===== src/rtl/psk_rx_pkg.sv =====
// Shared constants and types for the PSK receive narrowing path.
package psk_rx_pkg;

    typedef enum logic [1:0] {
        ST_IDLE,
        ST_TRACK,
        ST_UPDATE
    } agc_st_e;

    function automatic int base_shift(int iw, int ow);
        return iw - ow;
    endfunction

    function automatic int gain_w(int mg);
        return (mg < 1) ? 1 : $clog2(mg + 1);
    endfunction

    function automatic int sat_hi(int ow);
        return (1 << (ow - 1)) - 1;
    endfunction

    function automatic int sat_lo(int ow);
        return -(1 << (ow - 1));
    endfunction

endpackage


===== src/rtl/psk_rx_agc_ctrl.sv =====
// Block AGC: windowed peak tracking and power-of-two gain selection.
module psk_rx_agc_ctrl
    import psk_rx_pkg::*;
#(
    parameter int I_WIDTH  = 16,
    parameter int WIN_LOG2 = 10,
    parameter int MAX_GAIN = 4,
    parameter int GW       = gain_w(MAX_GAIN)
) (
    input  logic                      clk,
    input  logic                      rst_n,
    input  logic                      i_valid,
    input  logic signed [I_WIDTH-1:0] i_sample,
    input  logic                      i_is_bpsk,
    input  logic                      i_agc_en,
    output logic [GW-1:0]             o_gain
);

    localparam int PW = I_WIDTH - 1;
    localparam int CW = WIN_LOG2;
    localparam int XW = I_WIDTH + MAX_GAIN + 1;
    localparam logic signed [I_WIDTH-1:0] X_MIN =
        {1'b1, {(I_WIDTH-1){1'b0}}};
    localparam logic [XW-1:0] TH_HI = XW'(1) << (I_WIDTH - 1);
    localparam logic [XW-1:0] TH_LO = XW'(1) << (I_WIDTH - 2);

    agc_st_e         r_state;
    logic [PW-1:0]   r_peak;
    logic [CW-1:0]   r_count;
    logic [GW-1:0]   r_g;
    logic            r_last_bpsk;

    logic [PW-1:0]   w_mag;
    logic [PW-1:0]   w_peak_max;
    logic [XW-1:0]   w_shl;
    logic            w_dn;
    logic            w_up;

    // most-negative input has no positive twin; clamp its magnitude
    always_comb begin
        w_mag = PW'(i_sample);
        if (i_sample == X_MIN)
            w_mag = '1;
        else if (i_sample[I_WIDTH-1])
            w_mag = PW'(-i_sample);
    end

    assign w_peak_max = (w_mag > r_peak) ? w_mag : r_peak;
    assign w_shl = XW'(r_peak) << r_g;
    assign w_dn  = (w_shl >= TH_HI) && (r_g != '0);
    assign w_up  = ((w_shl << 1) < TH_LO) && (r_g < GW'(MAX_GAIN));
    assign o_gain = r_g;

    always_ff @(posedge clk or negedge rst_n) begin
        if (!rst_n) begin
            r_state     <= ST_IDLE;
            r_peak      <= '0;
            r_count     <= '0;
            r_g         <= '0;
            r_last_bpsk <= 1'b0;
        end else begin
            if (i_valid)
                r_last_bpsk <= i_is_bpsk;
            if (!i_agc_en) begin
                r_state <= ST_IDLE;
                r_g     <= '0;
                r_peak  <= '0;
                r_count <= '0;
            end else begin
                unique case (r_state)
                    ST_IDLE: begin
                        r_state <= ST_TRACK;
                        r_g     <= '0;
                        r_peak  <= '0;
                        r_count <= '0;
                    end
                    ST_TRACK: begin
                        if (i_valid) begin
                            if (i_is_bpsk != r_last_bpsk) begin
                                r_count <= CW'(1);
                                r_peak  <= w_mag;
                            end else begin
                                r_count <= r_count + CW'(1);
                                r_peak  <= w_peak_max;
                                if (&r_count)
                                    r_state <= ST_UPDATE;
                            end
                        end
                    end
                    ST_UPDATE: begin
                        if (w_dn)
                            r_g <= r_g - GW'(1);
                        else if (w_up)
                            r_g <= r_g + GW'(1);
                        r_peak  <= i_valid ? w_mag : '0;
                        r_count <= i_valid ? CW'(1) : '0;
                        r_state <= ST_TRACK;
                    end
                    default: r_state <= ST_IDLE;
                endcase
            end
        end
    end

endmodule


===== src/rtl/psk_signal_narrow.sv =====
// Receive narrowing: round, shift by BASE-g and saturate wide ADC samples.
module psk_signal_narrow
    import psk_rx_pkg::*;
#(
    parameter int I_WIDTH  = 16,
    parameter int O_WIDTH  = 12,
    parameter int WIN_LOG2 = 10,
    parameter int MAX_GAIN = 4
) (
    input  logic                         clk,
    input  logic                         rst_n,
    input  logic signed [I_WIDTH-1:0]    ADC_sample,
    input  logic                         in_valid,
    input  logic                         is_bpsk,
    input  logic                         agc_en,
    output logic signed [O_WIDTH-1:0]    PSK_signal,
    output logic                         out_valid,
    output logic                         is_bpsk_out,
    output logic [gain_w(MAX_GAIN)-1:0]  gain_out,
    output logic                         sat_flag
);

    localparam int BASE = base_shift(I_WIDTH, O_WIDTH);
    localparam int GW   = gain_w(MAX_GAIN);
    localparam int SW   = $clog2(I_WIDTH + 1);
    localparam int XW   = I_WIDTH + 1;
    localparam logic signed [XW-1:0] Y_HI = XW'(sat_hi(O_WIDTH));
    localparam logic signed [XW-1:0] Y_LO = XW'(sat_lo(O_WIDTH));

    logic signed [I_WIDTH-1:0] r_x;
    logic                      r_bpsk1;
    logic [GW-1:0]             r_g1;
    logic                      r_v1;

    logic [GW-1:0]             w_g;
    logic [SW-1:0]             w_s;
    logic signed [XW-1:0]      w_ext;
    logic signed [XW-1:0]      w_rnd;
    logic signed [XW-1:0]      w_sum;
    logic signed [XW-1:0]      w_y;
    logic                      w_hi;
    logic                      w_lo;
    logic [O_WIDTH-1:0]        w_out;

    psk_rx_agc_ctrl #(
        .I_WIDTH  (I_WIDTH),
        .WIN_LOG2 (WIN_LOG2),
        .MAX_GAIN (MAX_GAIN),
        .GW       (GW)
    ) u_agc (
        .clk       (clk),
        .rst_n     (rst_n),
        .i_valid   (in_valid),
        .i_sample  (ADC_sample),
        .i_is_bpsk (is_bpsk),
        .i_agc_en  (agc_en),
        .o_gain    (w_g)
    );

    assign gain_out = w_g;

    // one extra bit of headroom keeps the half-LSB add from wrapping
    assign w_s   = SW'(BASE) - SW'(r_g1);
    assign w_ext = {r_x[I_WIDTH-1], r_x};
    assign w_rnd = (w_s == '0) ? '0 : (XW'(1) << (w_s - SW'(1)));
    assign w_sum = w_ext + w_rnd;
    assign w_y   = w_sum >>> w_s;
    assign w_hi  = (w_y > Y_HI);
    assign w_lo  = (w_y < Y_LO);

    always_comb begin
        w_out = w_y[O_WIDTH-1:0];
        if (w_hi)
            w_out = Y_HI[O_WIDTH-1:0];
        else if (w_lo)
            w_out = Y_LO[O_WIDTH-1:0];
    end

    always_ff @(posedge clk or negedge rst_n) begin
        if (!rst_n) begin
            r_x     <= '0;
            r_bpsk1 <= 1'b0;
            r_g1    <= '0;
            r_v1    <= 1'b0;
        end else begin
            r_v1 <= in_valid;
            if (in_valid) begin
                r_x     <= ADC_sample;
                r_bpsk1 <= is_bpsk;
                r_g1    <= w_g;
            end
        end
    end

    always_ff @(posedge clk or negedge rst_n) begin
        if (!rst_n) begin
            PSK_signal  <= '0;
            out_valid   <= 1'b0;
            is_bpsk_out <= 1'b0;
            sat_flag    <= 1'b0;
        end else begin
            out_valid <= r_v1;
            if (r_v1) begin
                PSK_signal  <= w_out;
                is_bpsk_out <= r_bpsk1;
                sat_flag    <= w_hi | w_lo;
            end
        end
    end

endmodule

===== config.mk =====
export PLATFORM = sky130hd
export DESIGN_NAME = psk_signal_narrow
export DESIGN_NICKNAME = d
export VERILOG_FILES = /design/src/rtl/psk_rx_pkg.sv /design/src/rtl/psk_rx_agc_ctrl.sv /design/src/rtl/psk_signal_narrow.sv
export SDC_FILE = /design/constraint.sdc
export NUM_CORES = 1
export LEC_CHECK = 0
export ABC_AREA = 0
export CAP_MARGIN = 20
export CELL_PAD_IN_SITES_DETAIL_PLACEMENT = 1
export CELL_PAD_IN_SITES_GLOBAL_PLACEMENT = 1
export CORE_MARGIN = 4
export CORE_UTILIZATION = 40
export CTS_BUF_LIST = sky130_fd_sc_hd__clkbuf_2 sky130_fd_sc_hd__clkbuf_4 sky130_fd_sc_hd__clkbuf_8
export CTS_CLUSTER_DIAMETER = 60
export DETAILED_ROUTE_END_ITERATION = 12
export PLACE_DENSITY_LB_ADDON = 0.1
export SLEW_MARGIN = 20
export SYNTH_ARGS = -nofsm -noshare
export SYNTH_HDL_FRONTEND = slang
export SYNTH_SLANG_ARGS = --single-unit

===== constraint.sdc =====
create_clock -name clk -period 5.6 [get_ports clk]
set_clock_uncertainty 0.2 [all_clocks]
set_input_delay 0.84 -clock clk [delete_from_list [all_inputs] [get_ports clk]]
set_output_delay 0.84 -clock clk [all_outputs]
set_load 0.03 [all_outputs]

-- Word level (Yosys, flattened, before mapping)
Cells that the tools add are included.
- register bits: 66
- input port bits: 21
- output and inout port bits: 18
- equal/unequal tests: 11
- multiplexer cells: 25
- add/sub/neg operators: 7
- reductions and logical operators: 11
- bitwise operators: 1
- $lt $le $gt $ge: 6
- shifts and indexed selects: 3
- operators by type and width (kind ; number):
    15-bit two-way mux ; 7
    15-bit one-hot mux with 3 select lines ; 1
    10-bit two-way mux ; 3
    10-bit one-hot mux with 3 select lines ; 1
    12-bit two-way mux ; 2
    21-bit by 16-bit greater-or-equal comparator with 1-bit output (second input constant) ; 1
    21-bit by 15-bit less-than comparator with 1-bit output (second input constant) ; 1
    15-bit by 3-bit << shifter with 21-bit output ; 1
    16-bit by 17-bit adder with 17-bit output ; 1
    17-bit by 12-bit greater-than comparator with 1-bit output (second input constant) ; 1
    17-bit by 12-bit less-than comparator with 1-bit output (second input constant) ; 1
    17-bit two-way mux ; 1
    1-bit by 5-bit << shifter with 17-bit output (first input constant) ; 1
    17-bit by 5-bit >>> shifter with 17-bit output ; 1
    16-bit == test (second input constant) ; 1
    15-bit greater-than comparator ; 1
    15-bit negator ; 1
    10-bit by 1-bit adder with 10-bit output (second input constant) ; 1
    10-bit AND reduction ; 1
    3-bit two-way mux ; 3
    2-bit two-way mux ; 4
    4-bit by 2-bit inequality test with 1-bit output (second input constant) ; 2
    3-bit inequality test (second input constant) ; 2
    3-bit one-hot mux with 2 select lines ; 1
    21 further kinds ; 24

-- Depth between registers and ports, before layout
Gate-level depths: netlist of the first run.
- depth in word-level cells: 9
- depth in mapped cells: 22

-- By module
Synthesis of the first run repeated with hierarchy kept, for this count alone.
- cell total of the unflattened synthesis: 660
- area, all modules: 5925.7 sq um
- modules (own cells, without submodules) (module ; seq. area each (sq um) ; instances ; cells an instance ; area each (sq um)):
    psk_signal_narrow ; 900.9 ; 1 ; 363 ; 3375.7
    psk_rx_agc_ctrl ; 775.7 ; 1 ; 297 ; 2549.9

-- Worst setup path after synthesis of the first run
No wires, ideal clock.
- kind: input to register
- from: in ADC_sample[0]
- to: reg u_agc.r_peak[10]
- stages: 22
- data required time: 5.275 ns
- setup slack: -0.322 ns
- library setup time: 0.125 ns
- data arrival time: 5.597 ns
- path through: inv_1 ha_1 nand2b_1 or4_4 or4_1 or3_1 or3b_1 buf_6 buf_6 buf_2 nand2_1 ha_1 nor2b_1 o21a_1 o21a_1 o21a_1 o21a_1 o21ai_1 a21oi_1 o31ai_1 buf_2 mux2_2
- cells in the longest elaborated chain, start to end: 8
- elaborated cells between the ends (all ways): 13
- ends and longest elaborated chain (what ; line ; RTL):
    start: declaration ; psk_signal_narrow.sv:12 ; input logic signed [I_WIDTH-1:0] ADC_sample,
    15-bit negator ; psk_rx_agc_ctrl.sv:45 ; w_mag = PW'(-i_sample);
    15-bit two-way mux ; psk_rx_agc_ctrl.sv:44 ; else if (i_sample[I_WIDTH-1])
    15-bit two-way mux * ; psk_rx_agc_ctrl.sv:42 ; if (i_sample == X_MIN)
    branches (longest 5 deep; another with 15-bit greater-than comparator) ; n/a ;
    end signal: assignment ; psk_rx_agc_ctrl.sv:81 ; r_peak <= w_mag;
    end signal: assignment ; psk_rx_agc_ctrl.sv:84 ; r_peak <= w_peak_max;
    end signal: assignment ; psk_rx_agc_ctrl.sv:95 ; r_peak <= i_valid ? w_mag : '0;
    end: declaration ; psk_rx_agc_ctrl.sv:28 ; logic [PW-1:0] r_peak;
Mark *: on every way between the ends. The select of a mux whose other input is x is not followed.
A chain may end at the register's enable or synchronous reset.

-- Worst setup path in the final report of the first run
- from: in ADC_sample[0]
- to: reg u_agc.r_peak[9]
Same word-level chain as after synthesis.

==> results by stage, run 1 <==
Place:
- The worst setup slack after placement is -0.398 ns.
- Port buffering added 38 buffers.
- The final weighted congestion in routability-driven placement is 0.884.
- The placed instances occupy a cell area of 6240 sq um.
- The final HPWL from detailed placement is 12200 um.

Detailed routing:
- For this block, the initial DRC count from the detailed router was 239.
- The detail route stage leaves a number of antenna-violating nets equal to 0.
- The number of design rule violations left after detail routing is 0.
- The ratio of routed vias to standard cells is 5.75.
- The routed design has roughly 16000 um of wire.
- The first-pass detailed-route iteration total is 4.
- Detailed routing inserted a total of 5051 vias.
- The post-detailed-route wirelength per cell is about 18 um.

CTS:
- CTS built an H-tree with a depth of 3.
- At the later pin of the worst-skew pair, clock insertion delay measures roughly 0.36 ns.
- The cell sitting at the root of the clock tree is a clkbuf_8.
- Clock tree synthesis inserted a total of 9 buffers.
- The number of buffers between clock root and the deepest sink is 2.
- The TritonCTS sink count is 66.
- The clock slew at the register clock pins of the worst setup and hold paths is 0.08 ns.
- TritonCTS built the clock tree.

Setup path:
- The worst register-to-register path has a depth of 18.
- In this design, the stage delay of the slowest critical-path cell is around 0.50 ns.
- The data arrival time at the worst-slack endpoint is 5.48 ns.
- The critical path is of the in -> reg type.
- Along the worst path, the maximum fanout reaches 7.
- The kind of launch point of the worst setup path is an input port.
- The critical path goes through clkdlybuf4s50_1 -> inv_1 -> ha_1 -> nand2b_1 -> or4_4 -> or4_4 -> or3_4 -> or3b_4 -> nand2_1 -> ha_1 -> a21o_1 -> a21o_1 -> a21o_1 -> a21oi_2 -> nor2b_1 -> o21ai_1 -> nand3b_1 -> o31ai_4 -> buf_6 -> mux2_2.
- Following the worst setup path forward leads to its endpoint at u_agc.r_peak[9].
- The critical path starts at ADC_sample[0].
- For this design, the slowest cell found on the critical path is or4_4.
- In this design, the critical path's most frequently occurring cell is a21o_1.
- STA classifies the critical path endpoint as a register.
- The worst register-to-register path begins at r_g1[1].
- Data on the critical path is required at its endpoint by 5.65 ns.
- Setup slack on the worst reg-to-reg path comes out at 0.46 ns.
- The reg-to-reg critical path endpoint is PSK_signal[8].

Finish:
- The net total in the final layout is between 700 and 800.
- The finished cells cover 6470 sq um.
- The area growth from synthesis to layout is 16.3%.
- Cells with a size suffix above 1 make up 12.3% of the layout.
- Fill cells in the final layout number 1617.
- The library cells used most frequently in the layout, excluding fill and tap cells, are nand2_1, dfrtp_1, a21oi_1.
- 0 antenna diodes ended up in the layout.
- Leaving out fill and tap cells, the most frequent cell in the layout is nand2_1.
- Measured on the finished design, the core utilization comes to 48.3%.

Yosys:
- Synthesis produced about 650 cells.
- The number of synthesized flops with an enable pin is 0.
- Synthesis inferred 66 register bits.
- The mapped netlist covers 5560 sq um.
- The most common flop cell mapped by yosys is dfrtp_1.
- The number of warnings printed during yosys synthesis is 0.
- The share of synthesized flip-flops with an asynchronous set or reset is 100%.
- The proportion of synthesized chip area in sequential cells is slightly below 30%.
- The mean instance size in the synthesized netlist is 8.59 sq um.
- The number of different library cells in the post-synthesis netlist is 65.

Die:
- The starting density of the core is 41.5%.
- The horizontal extent of the die is about 130 um.
- The boundary pin count is 39.
- The placeable core region is 13400 sq um.
- The die height is between 100 and 150 um.
- The total die area is between 15000 and 20000 sq um.
- Row generation in the floorplan step produced 42 rows.

Global routing:
- The initial antenna violation count came to 0.
- The remaining global-route overflow is 0.
- The first global-routing pass estimated 26600 um of wire.
- The largest net degree at the start of global routing is 67.
- The number of global-route vias before repair was 5344.
- The aggregate global-route resource usage is 20.2%.

Worst hold path:
- The min-delay analysis places its worst path in the category reg -> reg.

Timing:
- For this run, the top clock speed supported by timing is 0.184 GHz.
- The final critical-path required period is ~5.4 ns.
- The remaining max-slew budget at the tightest pin is between 30% and 40%.
- Dividing the final minimum period by the clock period gives between 90 and 100%.
- Adding up every negative setup slack in the final design gives 0 ns.
- Setup violations remaining at the end of the flow were counted as 0.
- Setup repair after global routing left no endpoint under its margin.
- On the final layout, the worst hold slack is 0.302 ns.
- The max-slew violation count was 0.
- Once routing completed, OpenROAD measured the worst setup slack at 0.171 ns.
- The hold violation count in the final report is 0.
- At the pin with the least slew margin, the transition time is 1.03 ns.

Pwr:
- The leakage power total is 2.87 nW.
- Power spread over the standard cell area amounts to 226 nW/um^2.
- IR analysis of the VDD net gives a maximum drop of ~130 uV.

Run:
- The number of maximum-capacitance constraint violations is 0.

Status:
- The flow ran to the end, and the final reports show no timing, DRC or antenna violations.
[what timing repair did]
item	4_1_cts	5_1_grt
pin swaps	0	2
endpoints found under the setup margin	6	16
hold buffers	0	0
buffers inserted	0	0
gates resized for setup	1	8
[cell usage after synthesis (9+ instances only)]
library cell | instances | area share [%]
and2_1 | 14 | 1.6
o211ai_1 | 14 | 1.9
mux2i_1 | 12 | 2.2
inv_1 | 38 | 2.6
ha_1 | 42 | 9.5
nand2_1 | 76 | 5.1
and3_1 | 12 | 1.4
o21a_1 | 12 | 1.6
clkbuf_1 | 21 | 1.4
o21ai_0 | 42 | 3.8
a21o_1 | 11 | 1.5
xor2_1 | 17 | 2.7
nor2_1 | 36 | 2.4
mux2_2 | 29 | 5.9
nand3_1 | 16 | 1.4
xnor2_1 | 10 | 1.6
a211oi_1 | 9 | 1.2
a21oi_1 | 52 | 4.7
dfrtp_1 | 66 | 30
nand4_1 | 9 | 1.0
[through the flow]
stage | instances | total power [mW]
global placement | 862 | 1.04
global route | 878 | 1.56
finish | 878 | 1.46
detailed placement | 862 | 1.06
CTS | 878 | 1.48
floorplan | 651 | 0.882
[layer usage]
layer  global-route usage [%]  share of wire, %
met3                     2.96               2.8
met2                     34.6                48
met4                     5.55               1.2
met5                        0                 0
met1                     26.7                48
[sequential cells by signal (all words and copies together), names as in the netlist]
name               cells
r_v1                   1
u_agc.r_last_bpsk      1
u_agc.r_peak          15
u_agc.r_count         10
out_valid              1
u_agc.r_state          2
sat_flag               1
r_g1                   3
PSK_signal            12
u_agc.o_gain           3
r_x                   16
is_bpsk_out            1
[critical path: cells and delay by family]
family / cells / cell delay [ns]
AND/OR/NAND/NOR: 8 / 2.06
AO/OA/AOI/OAI: 6 / 1.12
buffers and inverters: 3 / 0.70
adder cells (fa/ha/maj): 2 / 0.41
multiplexers: 1 / 0.34
[worst min-delay path by stage]
stage                                from              end  slack (ns)  depth (start not counted)
after detailed placement  u_agc.r_peak[6]  u_agc.r_peak[6]        0.29                          1
after global routing      u_agc.r_peak[1]  u_agc.r_peak[1]        0.33                          1
after floorplan                      r_v1        out_valid        0.18                          0
after CTS                 u_agc.r_peak[6]  u_agc.r_peak[6]        0.30                          1
after global placement    u_agc.r_peak[3]  u_agc.r_peak[3]        0.28                          1
final                     u_agc.r_peak[6]  u_agc.r_peak[6]        0.30                          1
[layout make-up]
| class | instances | area [sq um] | area share (%) |
|---|---|---|---|
| clock buffer | 11 | 139 | 2.15 |
| tap | 176 | 220 | 3.40 |
| multi-input combinational | 520 | 3690 | 57.1 |
| sequential | 66 | 1650 | 25.5 |
| inverter | 38 | 143 | 2.21 |
| timing repair buffer | 62 | 567 | 8.76 |
| clock inverter | 5 | 55.1 | 0.851 |
[power by group]
part           total (mW)  leakage, nW  switching [mW]  internal, mW
registers           0.551        0.842          0.0313         0.520
clock network       0.408       0.0962           0.194         0.214
logic               0.504         1.94           0.290         0.214
[cell families after synthesis]
family          share of synthesized area, %
compound gates                          22.8
other cells                           0.0675
simple gates                            17.5
xor+xnor                                4.25
buf+inv                                 4.70
flops                                   29.7
fa+ha+maj                               10.2
mux                                     10.9
Power figures use the tool's default switching activity.
==> run 2, diff against run 1 <==
- CORE_MARGIN: 4 -> 2
- CTS_CLUSTER_SIZE: unset -> 30
==> run 2 against run 1 <==
Non-clock buffer count shrank 2. Critical path depth unchanged. Hold slack got worse by 0.0023 ns.
==> results by stage, run 2 (synthesis results as in run 1) <==
Setup path:
- The kind of launch point of the worst setup path was an input port (unchanged).
- The register-to-register path setup slack is 0.34 ns (was 0.46 ns).
- The sort of element at the end of the critical path is a register (unchanged).
- The reg-to-reg critical path endpoint is PSK_signal[7] (was PSK_signal[8]).
- The number of cell instances on the worst register-to-register path is 18 (unchanged).
- The maximum fanout along the worst path is 8 (was 7).
- The startpoint of the lowest-slack register-to-register path is r_g1[1] (unchanged).
- The worst path required time is 5.64 ns (was 5.65 ns).
- The classification of the worst setup path was in -> reg (unchanged).
- The data arrival time at the worst-slack endpoint is 5.46 ns (was 5.48 ns).

Timing:
- The remaining max-slew budget at the tightest pin is 31.6% (was 30.6%).
- The hold violation count in the final report is 0 (unchanged).
- The highest attainable clock frequency was 0.184 GHz (about the same).
- The setup total negative slack is 0 ns (unchanged).
- The transition time of the tightest slew-check pin is 1.03 ns (about the same).
- The share of the clock period used by the worst path after layout is 96.9% (about the same).
- The worst hold slack after final layout came to 0.299 ns (was 0.302 ns).
- The max-slew violation count is 0 (unchanged).
- The number of setup violations in the final report came to 0 (unchanged).
- The final critical-path required period was 5.42 ns (was 5.43 ns).

Detailed routing:
- The total wirelength of the detailed-routed design came to 16100 um (was 15600 um).
- The count of routing violations after the opening detailed-route iteration came to 214 (was 239).
- The number of routed nets with antenna violations is 0 (unchanged).
- The first-pass detailed-route iteration total is 5 (was 4).
- The number of design rule violations left after detail routing came to 0 (unchanged).
- The via count is 5060 (was 5051).
- The post-detailed-route wirelength per cell is 18.2 um (was 17.7 um).
- The ratio of routed vias to standard cells is 5.75 (about the same).

Finish:
- Largest regs: r_x: 16 flops, u_agc.r_peak: 15 flops, PSK_signal: 12 flops (unchanged).
- The post-route cell area is 6490 sq um (was 6470 sq um).
- The final core utilization came to 47.3% (was 48.3%).
- The antenna diode count is 0 (unchanged).
- The net total in the final layout is 760 (was 762).
- The fraction of layout instances using a drive strength above 1 is 12.0% (was 12.3%).
- Commonest cells after routing, fill and taps aside: nand2_1, dfrtp_1, a21oi_1 (unchanged).
- The signed area change from the synthesized netlist to the final layout is 16.8% (was 16.3%).
- The number of flip-flops in the largest register is 16 (unchanged).
- The register containing the most flip-flops in the final layout was r_x (unchanged).
- The leading cell type in the layout, fill and taps excluded is nand2_1 (unchanged).

Die:
- The starting density of the core came to 40.5% (was 41.5%).
- The horizontal extent of the die came to 122 um (was 126 um).
- The placeable core region is 13700 sq um (was 13400 sq um).
- The total die area came to 14900 sq um (was 15800 sq um).
- The number of placement rows is 43 (was 42).
- The die height came to 122 um (was 126 um).
- The boundary pin count is 39 (unchanged).

Global routing:
- The aggregate global-route resource usage is 23.0% (was 20.2%).
- The initial antenna violation count is 0 (unchanged).
- The number of global-route vias before repair is 5248 (was 5344).
- The largest net degree at the start of global routing is 67 (unchanged).
- The remaining global-route overflow is 0 (unchanged).
- The wire length of the first global-routing pass was 27000 um (was 26600 um).

Place:
- The area of placed instances is 6230 sq um (was 6240 sq um).
- The final weighted congestion in routability-driven placement came to 0.876 (was 0.884).
- The final HPWL from detailed placement was 12500 um (was 12200 um).
- The number of buffer cells added on primary ports is 38 (unchanged).

CTS:
- The number of levels in the clock H-tree is 3 (unchanged).
- The number of buffers created by CTS is 9 (unchanged).
- The hold buffer count at cts was 0 (unchanged).
- The clock slew at the register clock pins of the worst setup and hold paths was 0.07 ns (was 0.08 ns).
- The post-CTS repair timing setup buffer count was 0 (unchanged).
- The number of buffers between clock root and the deepest sink is 2 (unchanged).
- The clock tree from TritonCTS is yes (unchanged).
- The count of instances resized after the clock tree is built is 0 (was 1).
- The clock insertion delay at the later pin of the skew report is 0.36 ns (about the same).
- The TritonCTS sink count came to 66 (unchanged).
- The cell at the root of the clock tree is clkbuf_8 (unchanged).

Worst hold path:
- The startpoint of the worst hold path is sat_flag (was u_agc.r_peak[6]).
- The cell depth of the worst hold path is 1 (unchanged).
- The worst-case hold path end point was sat_flag (was u_agc.r_peak[6]).
- The class of the tightest hold or removal check is reg -> reg (unchanged).

Pwr:
- The leakage power total is 2.88 nW (was 2.87 nW).
- The final total power came to 1.52 mW (was 1.46 mW).
- The worst IR drop on VDD is 125 uV (was 134 uV).
- The power density over cell area came to 234 nW/um^2 (was 226 nW/um^2).

Status:
- Status: finished clean (unchanged).

Run:
- The number of maximum-capacitance constraint violations came to 0 (unchanged).
[run 2: routing by layer]
layer,vias up,GRT usage [%],part of all wire (%)
li1,2451,-,-
met1,2530,31.1,47
met2,69,38.7,49
met3,10,2.95,2.4
met4,0,5.96,0.87
met5,-,0,0
[run 2: layout make-up]
type / count / area, sq um
clock inverters: 6 / 90.1
well taps: 180 / 225
fillers: 1646 / 7230
repair buffers: 60 / 556
multi-input cells: 520 / 3690
flip-flops and latches: 66 / 1650
clock buffers: 10 / 138
inverters: 38 / 143
[run 2: worst max path at each step]
stage | end | startpoint | slack, ns | cells after the start
2_1_floorplan | u_agc.r_peak[10] | ADC_sample[0] | 0.02 | 22
3_3_place_gp | u_agc.r_peak[9] | ADC_sample[0] | -0.19 | 20
3_5_place_dp | u_agc.r_peak[1] | ADC_sample[0] | -0.33 | 20
4_1_cts | u_agc.r_peak[1] | ADC_sample[0] | 0.04 | 20
5_1_grt | u_agc.r_peak[1] | ADC_sample[0] | -0.005 | 20
6_report | u_agc.r_peak[1] | ADC_sample[0] | 0.18 | 20
[run 2: worst max-delay path, stage by stage]
cell             delay [ns]
clkdlybuf4s50_1        0.45
inv_2                  0.09
ha_2                   0.18
nand2b_1               0.10
or4_4                  0.44
or4_4                  0.49
or3_1                  0.34
or3b_4                 0.45
nand2_1                0.09
ha_1                   0.24
nor2b_1                0.14
o21a_1                 0.16
o21a_1                 0.16
o21a_1                 0.16
o21a_1                 0.17
o21ai_1                0.12
a21oi_1                0.12
o31ai_4                0.22
buf_6                  0.18
mux2_1                 0.34
[run 2: stage by stage]
step | worst slack [ns] | std cells
floorplan | 0.0240 | 651
global placement | -0.192 | 864
detailed placement | -0.330 | 864
CTS | 0.0386 | 880
global route | -0.00471 | 880
finish | 0.175 | 880
[run 2: power by group]
part           internal [mW]  switching [mW]  leakage, nW
combinational          0.212           0.291         1.93
clock                  0.263           0.201        0.112
sequential             0.520          0.0314        0.842
